File: src/rtl/cond_branch_control.sv
// Conditional-branch resolve: funct3 picks one comparator flag (zero latency), plus a registered
// copy of the decision and a wrapping taken-branch counter. No backpressure; all inputs are consumed every cycle.
module cond_branch_control #(
    parameter int unsigned CNT_W = 16
) (
    input  logic             clk_w_i,
    input  logic             rst_w_i_h,
    input  logic [2:0]       funct_3_w_i,
    input  logic             eq_w_i_h,
    input  logic             gteu_w_i_h,
    input  logic             gtes_w_i_h,
    input  logic             ltu_w_i_h,
    input  logic             lts_w_i_h,
    input  logic             cmp_branch_w_i_h,
    output logic             cond_branch_w_o_h,
    output logic             illegal_w_o_h,
    output logic             cond_branch_r_o_h,
    output logic [CNT_W-1:0] taken_cnt_r_o
);

    logic             sel_flag;
    logic             reserved;
    logic             cond_branch_r_d;
    logic             cond_branch_r_q;
    logic [CNT_W-1:0] taken_cnt_d;
    logic [CNT_W-1:0] taken_cnt_q;

    // Only the selected flag reaches the result, so inconsistent flag sets cannot leak through.
    always_comb begin
        sel_flag = 1'b0;
        reserved = 1'b0;
        case (funct_3_w_i)
            3'b000:         sel_flag = eq_w_i_h;
            3'b001:         sel_flag = ~eq_w_i_h;
            3'b010, 3'b011: reserved = 1'b1;
            3'b100:         sel_flag = lts_w_i_h;
            3'b101:         sel_flag = gtes_w_i_h;
            3'b110:         sel_flag = ltu_w_i_h;
            3'b111:         sel_flag = gteu_w_i_h;
        endcase
    end

    assign cond_branch_w_o_h = cmp_branch_w_i_h & sel_flag;
    assign illegal_w_o_h     = cmp_branch_w_i_h & reserved;

    always_comb begin
        cond_branch_r_d = cond_branch_w_o_h;
        taken_cnt_d     = taken_cnt_q;
        if (cond_branch_w_o_h) begin
            taken_cnt_d = taken_cnt_q + CNT_W'(1);
        end
    end

    always_ff @(posedge clk_w_i or posedge rst_w_i_h) begin
        if (rst_w_i_h) begin
            cond_branch_r_q <= 1'b0;
            taken_cnt_q     <= '0;
        end else begin
            cond_branch_r_q <= cond_branch_r_d;
            taken_cnt_q     <= taken_cnt_d;
        end
    end

    assign cond_branch_r_o_h = cond_branch_r_q;
    assign taken_cnt_r_o     = taken_cnt_q;

endmodule

File: config.mk
export PLATFORM = sky130hd
export DESIGN_NAME = cond_branch_control
export DESIGN_NICKNAME = d
export VERILOG_FILES = /design/src/rtl/cond_branch_control.sv
export SDC_FILE = /design/constraint.sdc
export NUM_CORES = 1
export LEC_CHECK = 0
export CAP_MARGIN = 20
export CORE_MARGIN = 3
export CORE_UTILIZATION = 43
export CTS_CLUSTER_DIAMETER = 50
export DETAILED_ROUTE_END_ITERATION = 6
export PLACE_DENSITY = 0.79
export SYNTH_ARGS = -nofsm -noshare
export SYNTH_HDL_FRONTEND = slang
export SYNTH_SLANG_ARGS = --single-unit
File: constraint.sdc
create_clock -name clk_w_i -period 1.5 [get_ports clk_w_i]
set_input_delay 0.3 -clock clk_w_i [delete_from_list [all_inputs] [get_ports clk_w_i]]
set_output_delay 0.3 -clock clk_w_i [all_outputs]
set_load 0.005 [all_outputs]
==> impl_results.md, run 1 <==
* Outcome: completed
* Critical Path Fanout Max at 4
* Synth warn at 0
* First-pass GRT wire length at 3815 µm
* ANT cells at 0
* Final period util at 98.21%
* Initial drt markers at 9
* Core region area at 1802 µm²
* Slowest stage cell, crit path: a311o_1
* Fillcell total at 126
* Final setup fails at 0
* Pwr Total at 0.001306 W
* Die Width at 50.78 µm
* CTS root buf: clkbuf_4
* Mapped Cells at 73
* Worst slew pin tran at 0.2203 ns
* Sink Count at 17
* Critical Path RT at 1.20 ns
* Synthesis-to-finish area growth at 61.10%
* WP depth at 5
* Clk_skew at 0.004198 ns
* All-layer global routing usage at 19.71%
* Post-Synthesis Cell Area at 862.1 µm²
* Startpoint Class: primary input
* Fmax at 678.8 MHz
* Slew HR at 85.21%
* CP Capture Point: cond_branch_w_o_h
* Clock Latency Late Sink at 0.29 ns
* CP startpoint: funct_3_w_i[2]
* Power per cell area at 940.6 nW/µm²
* Final Core Density at 77.08%
* Initial cell density of the core at 47.85%
* Maximum VDD drop at 0.8752 mV
* Setup TNS at 0 ns
* Per-cell routed wire length at 15.40 µm
* Hpwl dp at 1409 µm
* Tmin final at 1.473 ns
* R2R setup slack at 0.06 ns
* DR vias at 768
* CP peak stage delay at 0.33 ns
* CTS clk-pin slew, worst paths at 0.11 ns
* Dpl cell area at 1224 µm²
* Initial antenna violation count at 0
* Reg2Reg Depth at 6
* Max-cap violations at 0
* Hold Slack at 0.3100 ns
* Final wirelength at 2372 µm
* CTS tree: done
* Worst reg2reg endpoint: taken_cnt_r_o[15]
* Post-synthesis sequential area ratio at 49.35%
* Inserted Clock Buffers at 3
* Grt ovf at 0
* Die Footprint at 2578 µm²
* Via count of the first global-routing pass at 837
* Worst reg2reg path startpoint: taken_cnt_r_o[10]
* CTS H-tree depth at 1
* Nets at 142
* Die height at 50.78 µm
* Worst EP arrival at 1.17 ns
* DRC at 0
* Synth cell types at 22
* Critical path class: in2out
* IO buf count at 29
* CP Capture Type: output port
* Crit-path cells: buf_6, mux2i_2, nor3b_2, a311o_1, buf_2
* I/O Pins at 30
* Design area at 1389 µm²
* Slew Viols, Final at 0
* Num rows at 15
* Min-Delay Path Class: in2async
* Crit path buf inv count at 2
* Pin count of the biggest net entering global routing at 18
* Share of cells above drive strength 1 at 38.76%
* Syn avg cell area at 11.81 µm²
* ANT nets after route at 0
* Post-Synthesis Net Count at 85
* Final hold violation count at 0
* Clock tree buffer depth at 2
* GPL Wtd Cong at 0.7235
* Yosys reg bits at 17
* Leak pwr at 0.8783 nW
* Detailed Routing Iterations Pass 1 at 4
* Delay-heaviest family, CP: compound AO/OA/AOI/OAI gates
* Via-to-Cell Ratio at 4.987
## worst min-delay path by stage
stage	start	to	slack (ns)	cells after the start
floorplan	rst_w_i_h	cond_branch_r_o_h	0.23	1
global placement	taken_cnt_r_o[15]	taken_cnt_r_o[15]	0.46	1
detailed placement	taken_cnt_r_o[15]	taken_cnt_r_o[15]	0.47	1
CTS	rst_w_i_h	taken_cnt_r_o[2]	0.33	3
global route	rst_w_i_h	taken_cnt_r_o[4]	0.33	3
finish	rst_w_i_h	taken_cnt_r_o[2]	0.31	3
## power breakdown
group	leakage, nW	switching [W]	total [W]	internal [W]
clock network	0.0177	0.000156	0.000255	0.0000992
logic	0.632	0.000196	0.000479	0.000283
registers	0.228	0.0000467	0.000572	0.000525
## worst register-to-register path, delay by kind of cell, from the launching register on
kind	cells	cell delay, ns
xor gates and xnor gates	1	0.14
and+or+nand+nor	4	0.68
buffers and inverters	1	0.13
DFF	1	0.39
## repair_timing
| action | in CTS | in global routing |
|---|---|---|
| hold buffers | 0 | 0 |
| resized for setup | 29 | 26 |
| buffers inserted | 13 | 3 |
| gates cloned | 0 | 0 |
| pin swaps | 3 | 2 |
| setup endpoints to repair | 32 | 21 |
## cell usage in the layout (no fill, tap or decap), types with 2 or more instances in the layout
| master | instances |
|---|---|
| xor2_1 | 2 |
| xnor2_1 | 13 |
| clkbuf_2 | 4 |
| dlygate4sd2_1 | 7 |
| inv_1 | 3 |
| nand4_1 | 5 |
| mux2i_1 | 2 |
| buf_2 | 2 |
| nand2_1 | 4 |
| and4_1 | 2 |
| and3_1 | 4 |
| clkbuf_4 | 3 |
| buf_4 | 26 |
| dfrtp_1 | 17 |
| clkdlybuf4s50_1 | 2 |
| dlymetal6s2s_1 | 12 |
| nand3_2 | 5 |
## metrics by stage
step           instances  setup WS (ns)
2_1_floorplan         73        0.09607
3_3_place_gp         134        -0.6653
3_5_place_dp         134        -0.6847
4_1_cts              151       0.001457
5_1_grt              154       -0.01919
6_report             154        0.02684
## kinds of logic after synthesis
family	Yosys count	synth area share (%)
buf+inv	6	5.370
flops	17	49.35
mux	4	4.790
xor+xnor	15	15.24
simple gates	29	22.64
compound gates	1	1.161
fa+ha+maj	1	1.451
## sequential cells by signal (all words and copies together) (netlist names)
| register | flops |
|---|---|
| taken_cnt_r_o | 16 |
| cond_branch_r_o_h | 1 |
## cells in the mapped netlist
cell / instances / area [µm²]
mux2i_1: 3 / 30.03
and3_1: 6 / 37.54
nor2_1: 1 / 3.750
buf_12: 1 / 20.02
ha_1: 1 / 12.51
mux2_2: 1 / 11.26
nand4_1: 5 / 31.28
and4_1: 2 / 17.52
xor2_1: 2 / 17.52
dfrtp_1: 17 / 425.4
inv_1: 3 / 11.26
a311o_1: 1 / 10.01
nor3b_1: 2 / 15.01
and2_0: 1 / 6.260
nand2_2: 1 / 6.260
and2_1: 1 / 6.260
nand3_2: 5 / 50.05
buf_6: 1 / 11.26
nand2_1: 4 / 15.01
nor2b_1: 1 / 6.260
xnor2_1: 13 / 113.9
clkbuf_1: 1 / 3.750
## routing by layer
layer,track usage [%],vias to the layer above,wire length (µm)
li1,-,361,-
met1,23.13,378,965
met2,36.09,23,1252
met3,3.858,6,96
met4,5.381,0,58
met5,0,-,0
## cell type report
cell class	instances	area (µm²)	area share, %
repair buffers	55	478.0	34.41
multi-input cells	50	415.4	29.91
clock inverters	1	5.005	0.3604
flip-flops and latches	17	425.4	30.63
well taps	25	31.28	2.252
inverters	3	11.26	0.8108
clock buffers	3	22.52	1.622
Note: power is estimated with default switching activity, not from simulation.
==> run 2: changes to the inputs <==
--- a/config.mk
+++ b/config.mk
@@ -5,6 +5,7 @@
 export SDC_FILE = /design/constraint.sdc
 export NUM_CORES = 1
 export LEC_CHECK = 0
+export ABC_CLOCK_PERIOD_IN_PS = 1500
 export CAP_MARGIN = 20
 export CORE_MARGIN = 3
 export CORE_UTILIZATION = 43
==> constraint.sdc (replaced) <==
create_clock -name clk_w_i -period 1.5 [get_ports clk_w_i]
set_input_delay 0.3 -clock clk_w_i [delete_from_list [all_inputs] [get_ports clk_w_i]]
set_output_delay 0.3 -clock clk_w_i [all_outputs]
set_load 0.01 [all_outputs]
==> run 2 against run 1 <==
Net effect:
- non-clock buffer count decreased by 9
- worst setup slack improved by 0.014 ns
- clock skew decreased by 0.0023 ns
- register-to-register slack about the same
- combinational power decreased by 11%
- fmax increased by 0.99%
- critical path type unchanged
- clock-buffer cell count increased by 1
- highest routed layer unchanged
- via count decreased by 8.3%
- routed wire length decreased by 19%
- first-iteration DRC count increased by 56%
==> impl_results.md, run 2 (synthesis results as in run 1) <==
* Critical path class: in2out (unchanged)
* Final Non-Filler Cells at 145 (was 154)
* Worst slew pin tran at 0.2177 ns (was 0.2203 ns)
* Die height at 50.78 µm (unchanged)
* Net load switching power at 0.0003874 W (was 0.0003986 W)
* Pint at 0.0008562 W (was 0.0009077 W)
* Maximum VDD drop at 0.6780 mV (was 0.8752 mV)
* Num rows at 15 (unchanged)
* Grt ovf at 0 (unchanged)
* Final wirelength at 1925 µm (was 2372 µm)
* CP Capture Type: output port (unchanged)
* Die Width at 50.78 µm (unchanged)
* Clock tree buffer depth at 2 (unchanged)
* CTS tree: done (unchanged)
* CP Capture Point: cond_branch_w_o_h (unchanged)
* Power per cell area at 972.5 nW/µm² (was 940.6 nW/µm²)
* Final hold violation count at 0 (unchanged)
* All-layer global routing usage at 17.23% (was 19.71%)
* Final setup fails at 0 (unchanged)
* Placed instance count at 135 (was 134)
* ANT cells at 0 (unchanged)
* Clk_skew at 0.001941 ns (was 0.004198 ns)
* Worst EP arrival at 1.16 ns (was 1.17 ns)
* Critical Path Fanout Max at 2 (was 4)
* Reg2Reg Depth at 6 (unchanged)
* Core region area at 1802 µm² (unchanged)
* First-pass GRT wire length at 3339 µm (was 3815 µm)
* Synthesis-to-finish area growth at 48.33% (was 61.10%)
* IO buf count at 29 (unchanged)
* Initial cell density of the core at 47.85% (unchanged)
* CTS H-tree depth at 1 (unchanged)
* Initial drt markers at 14 (was 9)
* ANT nets after route at 0 (unchanged)
* Clk pwr share at 19.0% (was 19.5%)
* Max reg flops at 16 (unchanged)
* Fmax at 685.5 MHz (was 678.8 MHz)
* Hpwl dp at 1427 µm (was 1409 µm)
* Per-cell routed wire length at 13.28 µm (was 15.40 µm)
* DRC at 0 (unchanged)
* CTS root buf: clkbuf_4 (unchanged)
* Slew Viols, Final at 0 (unchanged)
* Max-cap violations at 0 (unchanged)
* Die Footprint at 2578 µm² (unchanged)
* Nets at 133 (was 142)
* Startpoint Class: primary input (unchanged)
* DR vias at 704 (was 768)
* GPL Wtd Cong at 0.7180 (was 0.7235)
* R2R setup slack at 0.06 ns (about the same)
* Slew HR at 85.49% (was 85.21%)
* Seq pwr share at 46.6% (was 43.8%)
* Share of cells above drive strength 1 at 30.00% (was 38.76%)
* CTS clk-pin slew, worst paths at 0.09 ns (was 0.11 ns)
* Clock Latency Late Sink at 0.28 ns (was 0.29 ns)
* Detailed Routing Iterations Pass 1 at 4 (unchanged)
* Via count of the first global-routing pass at 711 (was 837)
* Initial antenna violation count at 0 (unchanged)
* Sw Ratio at 31.15% (was 30.51%)
* Comb pwr share at 34.4% (was 36.7%)
* Pin count of the biggest net entering global routing at 18 (unchanged)
* Min-Delay Path Class: in2async (unchanged)
* Via-to-Cell Ratio at 4.855 (was 4.987)
* Worst reg2reg path startpoint: taken_cnt_r_o[1] (was taken_cnt_r_o[10])
* Leak pwr at 0.7321 nW (was 0.8783 nW)
* Worst reg2reg endpoint: taken_cnt_r_o[7] (was taken_cnt_r_o[15])
* CP startpoint: ltu_w_i_h (was funct_3_w_i[2])
* Critical Path RT at 1.20 ns (about the same)
* Commonest non-fill, non-tap cells in the layout: buf_4 (18), dfrtp_1 (17), dlygate4sd2_1 (16), xnor2_1 (13) (was buf_4 (26), dfrtp_1 (17), xnor2_1 (13), dlymetal6s2s_1 (12), dlygate4sd2_1 (7))
* Final period util at 97.25% (was 98.21%)
* Inserted Clock Buffers at 3 (unchanged)
* I/O Pins at 30 (unchanged)
* Tmin final at 1.459 ns (was 1.473 ns)
* Most common library cell in the layout ignoring fill and taps: buf_4 (unchanged)
* Sink Count at 17 (unchanged)
* RSZ-0062 raised after global routing: true
* Hold_buf cts at 0 (unchanged)
* Outcome: completed (unchanged)
* Final Core Density at 70.97% (was 77.08%)
run 2: area by class of cell:
class / instances / area [µm²]
fillers: 164 / 523.0
flip-flops and latches: 17 / 425.4
multi-input cells: 50 / 404.1
repair buffers: 46 / 380.4
well taps: 25 / 31.28
clock buffers: 4 / 26.28
inverters: 3 / 11.26
run 2: per-stage QoR:
| step | instance area, µm² | setup WS [ns] | setup TNS [ns] | hold WS, ns | total power [W] |
|---|---|---|---|---|---|
| after detailed placement | 1231 | -0.7158 | -8.594 | 0.4737 | 0.001051 |
| after global routing | 1279 | -0.02785 | -0.02785 | 0.3369 | 0.001340 |
| after global placement | 1231 | -0.6893 | -8.007 | 0.4602 | 0.001032 |
| after floorplan | 862.1 | 0.05221 | 0 | 0.2261 | 0.0007857 |
| after CTS | 1264 | -0.01480 | -0.01480 | 0.3308 | 0.001258 |
| final | 1279 | 0.04130 | 0 | 0.3279 | 0.001244 |
run 2: worst min path at each step:
stage / slack (ns) / cells after the start / startpoint / to
2_1_floorplan: 0.23 / 1 / rst_w_i_h / cond_branch_r_o_h
3_3_place_gp: 0.46 / 1 / taken_cnt_r_o[15] / taken_cnt_r_o[15]
3_5_place_dp: 0.47 / 1 / taken_cnt_r_o[15] / taken_cnt_r_o[15]
4_1_cts: 0.33 / 3 / rst_w_i_h / taken_cnt_r_o[2]
5_1_grt: 0.34 / 3 / rst_w_i_h / taken_cnt_r_o[0]
6_report: 0.33 / 3 / rst_w_i_h / taken_cnt_r_o[0]
run 2: what timing repair did:
item                       4_1_cts  5_1_grt
setup buffers                    5        1
gates resized for setup         37       13
setup endpoints to repair       34       11
pin swaps                        3        2
run 2: power by group through the flow:
stage	clock network (W)	logic [W]	registers, W
floorplan	0	0.000154	0.000632
global placement	0	0.000439	0.000593
detailed placement	0	0.000456	0.000595
CTS	0.000247	0.000433	0.000577
global route	0.000286	0.000465	0.000590
finish	0.000236	0.000428	0.000580
run 2: layer usage:
metal	up-vias	GRT usage (%)	routed length [µm]	share of wire, %
met5	-	0	0	0
met4	0	5.381	12	0.62
met3	2	2.967	69	3.6
met2	15	28.70	979	51
met1	343	22.66	863	45
li1	344	-	-	-
run 2: critical path: stages:
cell,delay [ns]
dlygate4sd2_1,0.22
mux2i_1,0.13
nor3b_1,0.07
a311o_1,0.28
buf_2,0.15
==> run 3: changes to the inputs <==
--- a/config.mk
+++ b/config.mk
@@ -7,11 +7,13 @@
 export LEC_CHECK = 0
 export ABC_CLOCK_PERIOD_IN_PS = 1500
 export CAP_MARGIN = 20
+export CORE_ASPECT_RATIO = 0.9
 export CORE_MARGIN = 3
 export CORE_UTILIZATION = 43
 export CTS_CLUSTER_DIAMETER = 50
 export DETAILED_ROUTE_END_ITERATION = 6
 export PLACE_DENSITY = 0.79
+export SETUP_SLACK_MARGIN = 0.4
 export SYNTH_ARGS = -nofsm -noshare
 export SYNTH_HDL_FRONTEND = slang
 export SYNTH_SLANG_ARGS = --single-unit
==> run 3 against run 2 <==
Net effect:
- worst hold slack got worse by 0.0057 ns
- fmax rose by 1.9%
- global-route usage rose by 2.8 points
- cell count rose by 12%
- combinational power rose by 29%
- sequential share of layout area fell by 3.9 points
- via count rose by 17%
- clock power rose by 6%
- critical endpoint unchanged
- largest power group unchanged
- highest routed layer unchanged
==> impl_results.md, run 3 (synthesis results as in run 1) <==
* Clock Latency Late Sink at 0.30 ns (was 0.28 ns)
* Setup TNS at 0 ns (unchanged)
* Worst slew pin tran at 0.2181 ns (was 0.2177 ns)
* Grt ovf at 0 (unchanged)
* Leak pwr at 0.7534 nW (was 0.7321 nW)
* Inserted Clock Buffers at 3 (unchanged)
* Via count of the first global-routing pass at 794 (was 711)
* Final wirelength at 2418 µm (was 1925 µm)
* Outcome: completed (unchanged)
* DRC at 0 (unchanged)
* FF+latch area at 426.7 µm² (was 425.4 µm²)
* Final Non-Filler Cells at 162 (was 145)
* Slew HR at 85.46% (was 85.49%)
* I/O Pins at 30 (unchanged)
* Reg2Reg Depth at 6 (unchanged)
* Most common library cell in the layout ignoring fill and taps: buf_4 (unchanged)
* Initial drt markers at 4 (was 14)
* Critical Path RT at 1.20 ns (about the same)
* Crit-path cells: buf_8, mux2i_2, nor3b_2, a311o_1, buf_2 (was dlygate4sd2_1, mux2i_1, nor3b_1, a311o_1, buf_2)
* Fillcell total at 109 (was 164)
* Nets at 151 (was 133)
* CTS H-tree depth at 1 (unchanged)
* Final hold violation count at 0 (unchanged)
* Initial cell density of the core at 48.25% (was 47.85%)
* ANT nets after route at 0 (unchanged)
* Seq pwr share at 41.6% (was 46.6%)
* Final setup fails at 0 (unchanged)
* CTS tree: done (unchanged)
* Hpwl dp at 1331 µm (was 1427 µm)
* Final period util at 95.40% (was 97.25%)
* Clock tree buffer depth at 2 (unchanged)
* Via-to-Cell Ratio at 5.068 (was 4.855)
* Initial antenna violation count at 0 (unchanged)
* CP peak stage delay at 0.31 ns (was 0.28 ns)
* Tmin final at 1.431 ns (was 1.459 ns)
* Worst setup margin at 0.06902 ns (was 0.04130 ns)
* Sink Count at 17 (unchanged)
* DR vias at 821 (was 704)
* IO buf count at 29 (unchanged)
* Core region area at 1787 µm² (was 1802 µm²)
* Critical Path Fanout Max at 4 (was 2)
* Min-Delay Path Class: in2async (unchanged)
* Pre-CTS setup slack at -0.7373 ns (was -0.7158 ns)
* All-layer global routing usage at 20.01% (was 17.23%)
* Slowest stage cell, crit path: a311o_1 (unchanged)
* Power per cell area at 945.5 nW/µm² (was 972.5 nW/µm²)
* Comb pwr share at 40.2% (was 34.4%)
* Net load switching power at 0.0004431 W (was 0.0003874 W)
* Max-cap violations at 0 (unchanged)
* Die height at 48.48 µm (was 50.78 µm)
* Per-cell routed wire length at 14.93 µm (was 13.28 µm)
* Maximum VDD drop at 0.9406 mV (was 0.6780 mV)
* CTS clk-pin slew, worst paths at 0.10 ns (was 0.09 ns)
* Synthesis-to-finish area growth at 68.80% (was 48.33%)
* Critical path class: in2out (unchanged)
* Sw Ratio at 32.21% (was 31.15%)
* Num rows at 14 (was 15)
* Clk_skew at 0.004137 ns (was 0.001941 ns)
* Detailed Routing Iterations Pass 1 at 4 (unchanged)
* CP Capture Type: output port (unchanged)
* Startpoint Class: primary input (unchanged)
* First-pass GRT wire length at 3767 µm (was 3339 µm)
* Max reg flops at 16 (unchanged)
* Fmax at 698.8 MHz (was 685.5 MHz)
* CTS root buf: clkbuf_4 (unchanged)
* Area taken by multi-input logic gates at 444.2 µm² (was 404.1 µm²)
* Clk pwr share at 18.2% (was 19.0%)
* Placed instance count at 130 (was 135)
* RSZ-0062 raised after global routing: true (unchanged)
* Slew Viols, Final at 0 (unchanged)
* Die Width at 53.20 µm (was 50.78 µm)
* Share of cells above drive strength 1 at 62.32% (was 30.00%)
* ANT cells at 0 (unchanged)
* Commonest non-fill, non-tap cells in the layout: buf_4 (26), buf_2 (19), dfrtp_1 (16), xnor2_1 (13), buf_6 (12) (was buf_4 (18), dfrtp_1 (17), dlygate4sd2_1 (16), xnor2_1 (13))
* Pin count of the biggest net entering global routing at 18 (unchanged)
* Die Footprint at 2579 µm² (was 2578 µm²)
* GPL Wtd Cong at 0.7456 (was 0.7180)
* Pint at 0.0009328 W (was 0.0008562 W)
* Worst EP arrival at 1.13 ns (was 1.16 ns)
-- run 3: cell count changes in the layout (fill, tap and decap cells not counted), moves of 2 or more --
cell	change
buf_2	+17
dlygate4sd2_1	-16
buf_6	+12
buf_4	+8
dlymetal6s2s_1	-4
and2_4	+2
and3_4	+2
-- run 3: per-layer routing --
metal | global-route usage (%) | vias up | part of all wire (%)
met5 | 0 | - | 0
met4 | 7.234 | 0 | 0.91
met3 | 3.988 | 2 | 4.3
met2 | 34.09 | 27 | 52
li1 | - | 383 | -
met1 | 24.46 | 409 | 43
-- run 3: layout make-up --
class / instances / share of cell area [%]
clock buffers: 3 / 1.548
clock inverters: 1 / 0.3439
inverters: 3 / 0.7739
multi-input cells: 50 / 30.52
flip-flops and latches: 17 / 29.32
well taps: 24 / 2.064
repair buffers: 64 / 35.43
-- run 3: power by group through the flow --
stage	combinational [W]	sequential (W)	clock [W]
after floorplan	0.000170	0.000637	0
after global placement	0.000399	0.000611	0
after detailed placement	0.000407	0.000612	0
after CTS	0.000517	0.000574	0.000255
after global routing	0.000607	0.000584	0.000277
final	0.000553	0.000573	0.000250
-- run 3: final timing paths --
kind,startpoint,end,slack (ns)
min in group clk_w_i,taken_cnt_r_o[15],taken_cnt_r_o[15],0.55
max reg2reg,taken_cnt_r_o[6],taken_cnt_r_o[15],0.12
min reg2reg,taken_cnt_r_o[15],taken_cnt_r_o[15],0.55
min,rst_w_i_h,taken_cnt_r_o[3],0.32
max in group asynchronous,rst_w_i_h,taken_cnt_r_o[4],0.97
max,funct_3_w_i[2],cond_branch_w_o_h,0.07
-- run 3: worst max-delay path: cells and delay by family --
family	cells	cell delay (ns)
AO/OA/AOI/OAI	1	0.31
multiplexers	1	0.22
buffers and inverters	2	0.24
AND/OR/NAND/NOR	1	0.06
-- run 3: stage by stage --
step	power [W]	utilization [%]	instance area, µm²	hold WS, ns
2_1_floorplan	0.0008076	-	885.9	0.2260
3_3_place_gp	0.001009	67.93	1214	0.4688
3_5_place_dp	0.001019	67.93	1214	0.4652
4_1_cts	0.001347	76.47	1366	0.3217
5_1_grt	0.001468	81.44	1455	0.3764
6_report	0.001376	81.44	1455	0.3221
-- run 3: repair_timing --
item                                    CTS  global route
buffers inserted                         21             6
pin swaps                                13            10
endpoints found under the setup margin   36            36
hold buffers                              0             0
gates resized for setup                 124            12
cloned                                    0             1
